## src/rtl/audio_pkg.sv

```systemverilog
// Shared constants and helpers for the multi-channel audio DAC front end.
//   MIDSCALE         offset-binary code for silence
//   clog2            ceiling log2, usable in constant expressions
//   beats_per_frame  32-bit stream beats needed to carry one NCH-channel frame
package audio_pkg;

    localparam logic [15:0] MIDSCALE = 16'h8000;

    function automatic int unsigned clog2(input int unsigned v);
        int unsigned r;
        r = 0;
        for (int i = 0; i < 32; i++) begin
            if ((64'd1 << i) < 64'(v)) begin
                r = i + 1;
            end
        end
        return r;
    endfunction

    // Two 16-bit samples per beat; an odd channel count leaves the last upper half unused.
    function automatic int unsigned beats_per_frame(input int unsigned nch);
        return (nch + 1) / 2;
    endfunction

endpackage

```

## src/rtl/audio_frame_fifo.sv

```systemverilog
// Frame FIFO for the audio DAC front end.
//   clk_i, rst_ni  clock and asynchronous active-low reset
//   push_i/wdata_i write one frame; honoured when not full, or when full and popping
//   pop_i/rdata_o  rdata_o shows the head combinationally; pop_i advances it when not empty
//   full_o/empty_o status from the pointer registers
//   level_o        frames currently stored
module audio_frame_fifo
    import audio_pkg::*;
#(
    parameter  int unsigned WIDTH = 32,
    parameter  int unsigned DEPTH = 8,
    localparam int unsigned AW    = clog2(DEPTH),
    localparam int unsigned LW    = AW + 1
) (
    input  logic             clk_i,
    input  logic             rst_ni,
    input  logic             push_i,
    input  logic [WIDTH-1:0] wdata_i,
    input  logic             pop_i,
    output logic [WIDTH-1:0] rdata_o,
    output logic             full_o,
    output logic             empty_o,
    output logic [LW-1:0]    level_o
);

    logic [LW-1:0]    wr_ptr_q, rd_ptr_q;
    logic [WIDTH-1:0] mem_q [DEPTH];
    logic             do_push, do_pop;

    // Pointers carry one extra wrap bit so full and empty are distinguishable.
    assign full_o  = (wr_ptr_q[AW] != rd_ptr_q[AW]) && (wr_ptr_q[AW-1:0] == rd_ptr_q[AW-1:0]);
    assign empty_o = (wr_ptr_q == rd_ptr_q);
    assign do_pop  = pop_i & ~empty_o;
    assign do_push = push_i & (~full_o | do_pop);
    assign rdata_o = mem_q[rd_ptr_q[AW-1:0]];
    assign level_o = wr_ptr_q - rd_ptr_q;

    always_ff @(posedge clk_i or negedge rst_ni) begin
        if (!rst_ni) begin
            wr_ptr_q <= '0;
            rd_ptr_q <= '0;
            for (int i = 0; i < int'(DEPTH); i++) begin
                mem_q[i] <= '0;
            end
        end else begin
            if (do_push) begin
                mem_q[wr_ptr_q[AW-1:0]] <= wdata_i;
                wr_ptr_q                <= wr_ptr_q + LW'(1);
            end
            if (do_pop) begin
                rd_ptr_q <= rd_ptr_q + LW'(1);
            end
        end
    end

endmodule

```

## src/rtl/sigma_dac.sv

```systemverilog
// First-order sigma-delta modulator.
//   clk_i   system clock
//   rst_ni  asynchronous active-low reset
//   din_i   unsigned (offset-binary) level, NBITS wide
//   dout_o  1-bit density output; ones density ~= din_i / 2**NBITS
module sigma_dac #(
    parameter int unsigned NBITS = 16
) (
    input  logic             clk_i,
    input  logic             rst_ni,
    input  logic [NBITS-1:0] din_i,
    output logic             dout_o
);

    logic [NBITS-1:0] acc_q;
    logic [NBITS:0]   sum;
    logic             dout_q;

    // The carry out of the accumulator is the output bit.
    assign sum    = {1'b0, acc_q} + {1'b0, din_i};
    assign dout_o = dout_q;

    always_ff @(posedge clk_i or negedge rst_ni) begin
        if (!rst_ni) begin
            acc_q  <= '0;
            dout_q <= 1'b0;
        end else begin
            acc_q  <= sum[NBITS-1:0];
            dout_q <= sum[NBITS];
        end
    end

endmodule

```

## src/rtl/audio_dac_mc.sv

```systemverilog
// Multi-channel sigma-delta audio DAC front end.
// Packs interleaved 16-bit PCM from a 32-bit stream into NCH-channel frames, queues them,
// and releases one frame per audio_clk_i rising edge into per-channel modulators.
//   clk_i, rst_ni        system clock, asynchronous active-low reset
//   audio_clk_i          sample-rate clock (synchronous to clk_i); each rising edge is a tick
//   inport_*             AXI-stream sink; tstrb ignored, tdest filtered against DEST_ID
//   audio_o              1-bit modulator outputs, bit c = channel c
//   level_o              frames queued
//   underrun_o           1-cycle pulse when a tick finds the FIFO empty
//   frame_err_o          1-cycle pulse when tlast does not line up with the frame end
module audio_dac_mc
    import audio_pkg::*;
#(
    parameter int unsigned NCH        = 2,
    parameter int unsigned NBITS      = 16,
    parameter int unsigned FIFO_DEPTH = 8,
    parameter int unsigned DEST_ID    = 0,
    parameter int unsigned UNDER_MUTE = 0
) (
    input  logic                               clk_i,
    input  logic                               rst_ni,
    input  logic                               audio_clk_i,
    input  logic                               inport_tvalid_i,
    input  logic [31:0]                        inport_tdata_i,
    input  logic [3:0]                         inport_tstrb_i,
    input  logic [3:0]                         inport_tdest_i,
    input  logic                               inport_tlast_i,
    output logic                               inport_tready_o,
    output logic [NCH-1:0]                     audio_o,
    output logic [clog2(FIFO_DEPTH+1)-1:0]     level_o,
    output logic                               underrun_o,
    output logic                               frame_err_o
);

    localparam int unsigned BEATS = beats_per_frame(NCH);
    localparam int unsigned BW    = (BEATS > 1) ? clog2(BEATS) : 1;
    localparam int unsigned LW    = clog2(FIFO_DEPTH + 1);
    localparam int unsigned FW    = NCH * 16;

    logic [BW-1:0]         beat_q, beat_d;
    logic [FW-1:0]         frame_q, frame_d;
    logic                  commit_q, commit_d;
    logic                  frame_err_q, frame_err_d;
    logic                  beat_fire, dest_ok, last_beat;
    logic                  audio_clk_q, tick, pop;
    logic [FW-1:0]         head, pop_data_q;
    logic                  load_q, mute_q, underrun_q;
    logic                  fifo_full, fifo_empty;
    logic [LW-1:0]         level;
    logic [NCH-1:0][15:0]  ch_q;
    logic                  unused_strb;

    assign unused_strb = ^inport_tstrb_i;

    // A frame committing into the last free slot next cycle also blocks, so a
    // final beat accepted now can never find the FIFO full on its commit edge.
    assign inport_tready_o = ~(fifo_full | (commit_q & (level == LW'(FIFO_DEPTH - 1))));
    assign beat_fire       = inport_tvalid_i & inport_tready_o;
    assign dest_ok         = (inport_tdest_i == 4'(DEST_ID));
    assign last_beat       = (beat_q == BW'(BEATS - 1));

    always_comb begin
        beat_d      = beat_q;
        frame_d     = frame_q;
        commit_d    = 1'b0;
        frame_err_d = 1'b0;
        if (beat_fire && dest_ok) begin
            for (int c = 0; c < int'(NCH); c++) begin
                if (c / 2 == int'(beat_q)) begin
                    frame_d[c*16 +: 16] = (c % 2 == 1) ? inport_tdata_i[31:16]
                                                       : inport_tdata_i[15:0];
                end
            end
            if (last_beat) begin
                beat_d      = '0;
                commit_d    = 1'b1;
                frame_err_d = ~inport_tlast_i;
            end else if (inport_tlast_i) begin
                // Early tlast: the partial frame is abandoned.
                beat_d      = '0;
                frame_err_d = 1'b1;
            end else begin
                beat_d = beat_q + BW'(1);
            end
        end
    end

    assign tick = audio_clk_i & ~audio_clk_q;
    assign pop  = tick & ~fifo_empty;

    always_ff @(posedge clk_i or negedge rst_ni) begin
        if (!rst_ni) begin
            beat_q      <= '0;
            frame_q     <= '0;
            commit_q    <= 1'b0;
            frame_err_q <= 1'b0;
            audio_clk_q <= 1'b0;
            pop_data_q  <= '0;
            load_q      <= 1'b0;
            mute_q      <= 1'b0;
            underrun_q  <= 1'b0;
        end else begin
            beat_q      <= beat_d;
            frame_q     <= frame_d;
            commit_q    <= commit_d;
            frame_err_q <= frame_err_d;
            audio_clk_q <= audio_clk_i;
            if (pop) begin
                pop_data_q <= head;
            end
            load_q     <= pop;
            mute_q     <= tick & fifo_empty & (UNDER_MUTE != 0);
            underrun_q <= tick & fifo_empty;
        end
    end

    // Channel registers hold offset-binary codes.
    always_ff @(posedge clk_i or negedge rst_ni) begin
        if (!rst_ni) begin
            ch_q <= {NCH{MIDSCALE}};
        end else if (load_q) begin
            for (int c = 0; c < int'(NCH); c++) begin
                ch_q[c] <= {~pop_data_q[c*16+15], pop_data_q[c*16 +: 15]};
            end
        end else if (mute_q) begin
            ch_q <= {NCH{MIDSCALE}};
        end
    end

    audio_frame_fifo #(
        .WIDTH (FW),
        .DEPTH (FIFO_DEPTH)
    ) u_fifo (
        .clk_i   (clk_i),
        .rst_ni  (rst_ni),
        .push_i  (commit_q),
        .wdata_i (frame_q),
        .pop_i   (pop),
        .rdata_o (head),
        .full_o  (fifo_full),
        .empty_o (fifo_empty),
        .level_o (level)
    );

    for (genvar c = 0; c < int'(NCH); c++) begin : g_ch
        sigma_dac #(
            .NBITS (NBITS)
        ) u_dac (
            .clk_i  (clk_i),
            .rst_ni (rst_ni),
            .din_i  (ch_q[c][15 -: NBITS]),
            .dout_o (audio_o[c])
        );
    end

    assign level_o     = level;
    assign underrun_o  = underrun_q;
    assign frame_err_o = frame_err_q;

endmodule

```

## config.mk

```make
export PLATFORM = sky130hd
export DESIGN_NAME = audio_dac_mc
export DESIGN_NICKNAME = d
export VERILOG_FILES = /design/src/rtl/audio_pkg.sv /design/src/rtl/audio_frame_fifo.sv /design/src/rtl/sigma_dac.sv /design/src/rtl/audio_dac_mc.sv
export SDC_FILE = /design/constraint.sdc
export NUM_CORES = 1
export LEC_CHECK = 0
export ABC_CLOCK_PERIOD_IN_PS = 7170
export BUFFER_PORTS_ARGS = -buffer_cell sky130_fd_sc_hd__buf_2
export CORE_AREA = 10 10 194 196
export CTS_CLUSTER_SIZE = 40
export DETAILED_ROUTE_END_ITERATION = 8
export DIE_AREA = 0 0 204 206
export PLACE_DENSITY = 0.73
export SLEW_MARGIN = 25
export SYNTH_ARGS = -nofsm -noshare
export SYNTH_HDL_FRONTEND = slang
export SYNTH_HIERARCHICAL = 1
export SYNTH_SLANG_ARGS = --single-unit
```

## constraint.sdc

```tcl
create_clock -name clk_i -period 7.17 [get_ports clk_i]
set_clock_uncertainty 0.2 [all_clocks]
set_input_delay 0 -clock clk_i [delete_from_list [all_inputs] [get_ports clk_i]]
set_output_delay 0 -clock clk_i [all_outputs]
set_load 0.005 [all_outputs]
```

==> metrics.yaml <==
synth:
  synth_edf_count: 0
  syn_area_um2: 18600
  synth-seq-area-share: 0.5383
  synth.avg_cell_area_um2: 14.93
  ys_async_sr_fraction: 1.000
  synth_top_family_by_area: "multiplexers"
  yosys.area_share.adder: 0.02879
  ys.flop_type: "dfrtp_1"
  ys_types: 54
  ys_seq_elements: 400
  synth_mux_area_frac: 0.3108
  yosys.area_share.xor_xnor: 0.01594
  netlist_instances: 1246
  yosys.area_share.simple: 0.04608
  synth_compound_area_frac: 0.03041
  synth_nets: 1332
  yosys_warnings: 6
job:
  cap_violations: 0
detailed_routing:
  drt-pass1-iter-count: 5
  detail-route-antenna-nets: 0
  routed_wl_um: 36520
  vias: 10420
  wl_per_cell_um: 20.04
  drt_iter0_drc: 549
  avgViaCountPerCell: 5.719
  drcViolationCount: 0
critical_path:
  endpoint_kind: "register"
  crit_arrival_ns: 4.54
  cp_max_fo: 38
  cpMaxStageDelayCell: "or3_2"
  cp_common_cell: "inv_1"
  rr_worst_depth: 9
  critPathMaxStageDelay_ns: 0.94
  cp_data_required_time_ns: 7.37
  r2r_setup_slack_ns: 2.83
  path_depth: 9
  critical_path_class: "reg2reg"
  critPathBufInv: 3
  critical_path.cell_chain: "inv_1, ha_1, nand4_1, inv_1, nor3b_4, buf_4, nor3_1, or3_2, mux2_1"
  crit_family: "simple AND/OR/NAND/NOR gates"
  critPathLaunchType: "register"
sta:
  fin_crit_sh: 0.6051
  max_slew_margin: 0.2972
  rsz0062_at_grt: "false"
  final.setup.worst_slack_ns: 2.832
  final_hold_viol_count: 0
  finalSetupViolCount: 0
  fin_crit_ns: 4.338
  slew_viol_final: 0
  clock.fmax_mhz: 230.5
  fin_setup_tns_ns: 0
  tightest_slew_ns: 1.054
  fin_hold_ws_ns: 0.02945
placed_design:
  pre_cts_ws_ns: 2.814
  gp_congestion: 0.8200
  detailed_place_hpwl_um: 20580
  portBuffers: 49
  post-place-cells: 1702
die:
  die_x_um: 204
  start_util: 0.5478
  ioPinCount: 54
  die_h_um: 206
  rows: 68
  dieArea_um2: 42020
  core_area_um2: 33950
clock_network:
  clock_tree.buffer_depth: 3
  cts.repair.resized: 0
  cts_htree_levels: 2
  cts_sinks: 400
  cts-root-buf: "clkbuf_16"
  numCtsBuffers: 42
  clkTransAtPathRegs_ns: 0.06
  cts_tree: "built"
  clk_latency_ns: 0.53
final_layout:
  nNetsFinal: 1421
  area.growth.synth_to_final_pct: 13.06
  stdcell_count: 1822
  drive_above_1_share: 0.4243
  n_antenna_cell: 0
worst_hold_path:
  worstHoldPathType: "in2reg"
  hold_path_depth: 3
grt:
  antenna_found_initial: 0
  grt_pass1_vias: 11130
  grt_first_pass_wirelength_um: 60440
  grt_usage: 0.1787
  grt_max_degree: 84
  overflow: 0
pwr:
  vdd_drop_max_v: 0.0002703
  power.density_nw_per_um2: 298.6
  p_total_w: 0.006279
  leakage_nw: 10.84
run_status:
  status: "finished clean"
==> synth_stat cells, types with 7 or more instances <==
cell,instances,share of area
a21o_1,7,0.0028
a21oi_1,29,0.0078
buf_1,7,0.0014
buf_12,9,0.0097
buf_2,12,0.0032
buf_4,17,0.0069
clkbuf_1,17,0.0034
dfrtp_1,398,0.54
ha_1,38,0.026
inv_1,15,0.0030
mux2_2,258,0.16
mux2_4,89,0.072
mux4_2,64,0.078
nand2_1,125,0.025
nand3_1,16,0.0043
nor2_1,17,0.0034
o21ai_0,14,0.0038
xnor2_1,18,0.0085
xor2_1,14,0.0066
==> power by group <==
part / total [W] / leakage [nW] / internal, W / switching [W]
logic: 0.00118 / 4.59 / 0.000568 / 0.000609
registers: 0.00283 / 5.51 / 0.00249 / 0.000332
clock network: 0.00228 / 0.734 / 0.00141 / 0.000864
==> kinds of logic (layout without fill, tap and decap cells) <==
group | after synthesis | count (layout)
multiplexers | 420 | 420
adder cells (fa/ha/maj) | 41 | 41
flip-flops | 400 | 400
AND/OR/NAND/NOR | 190 | 190
XOR/XNOR | 33 | 33
buffers and inverters | 81 | 202
AO/OA/AOI/OAI | 81 | 81
==> worst min-delay path, delay by kind of cell <==
| family | cells | cell delay (ns) |
|---|---|---|
| buffers and inverters | 2 | 0.60 |
| multiplexers | 1 | 0.12 |
==> layout make-up <==
class,instances,area (um^2)
Tap cell,455,569.3
Sequential cell,400,10020
Clock inverter,13,193.9
Inverter,16,60.06
Clock buffer,63,1281
Multi-Input combinational cell,765,8046
Timing Repair Buffer,110,858.3
Fill cell,2542,12920
==> per-layer routing <==
layer / up-vias / wire [um] / track usage
met3: 54 / 1375 / 0.02476
met1: 5497 / 17160 / 0.2510
li1: 4694 / - / -
met5: - / 0 / 0
met2: 175 / 17310 / 0.2877
met4: 0 / 665 / 0.04866
==> per-stage QoR <==
stage                       util  area [um^2]
final                     0.6194        21030
after global routing      0.6194        21030
after floorplan                -        18600
after detailed placement  0.5619        19080
after CTS                 0.6186        21000
after global placement    0.5619        19080
==> cells in the final DEF (no fill, tap or decap), types with 13 or more instances in the layout <==
| cell | synthesis | layout |
|---|---|---|
| dfrtp_1 | 398 | 396 |
| mux2_2 | 258 | 258 |
| nand2_1 | 125 | 125 |
| mux2_4 | 89 | 89 |
| mux4_2 | 64 | 64 |
| buf_2 | 12 | 48 |
| clkbuf_16 | 0 | 43 |
| dlygate4sd3_1 | 0 | 42 |
| ha_1 | 38 | 38 |
| a21oi_1 | 29 | 29 |
| xnor2_1 | 18 | 18 |
| nor2_1 | 17 | 17 |
| nand3_1 | 16 | 16 |
| inv_1 | 15 | 15 |
| buf_4 | 17 | 15 |
| o21ai_0 | 14 | 14 |
| xor2_1 | 14 | 14 |
| clkbuf_8 | 0 | 13 |
==> registers in the layout (all words and copies together), names as in the netlist, 2 cells and up <==
register and flops:
u_fifo/mem_q 256, ch_q 32, frame_q 32, g_ch.u_dac/acc_q 32, pop_data_q 32, u_fifo/rd_ptr_q 4, u_fifo/wr_ptr_q 4, g_ch.u_dac/dout_o 2
==> path summary, 6_finish.rpt <==
| kind | startpoint | endpoint |
|---|---|---|
| max in group asynchronous | rst_ni | u_fifo/mem_q[158] |
| worst max-delay path | u_fifo/rd_ptr_q[1] | u_fifo/mem_q[70] |
| min in group asynchronous | rst_ni | ch_q[23] |
| worst min register to register | pop_data_q[15] | ch_q[15] |
| worst max register to register | u_fifo/rd_ptr_q[1] | u_fifo/mem_q[70] |
| worst min-delay path | inport_tdata_i[23] | frame_q[23] |
==> repair_timing <==
action,4_1_cts,5_1_grt
hold buffers,43,0
setup buffers,0,0
hold endpoints to repair,147,0
Note: power is estimated with default switching activity, not from simulation.
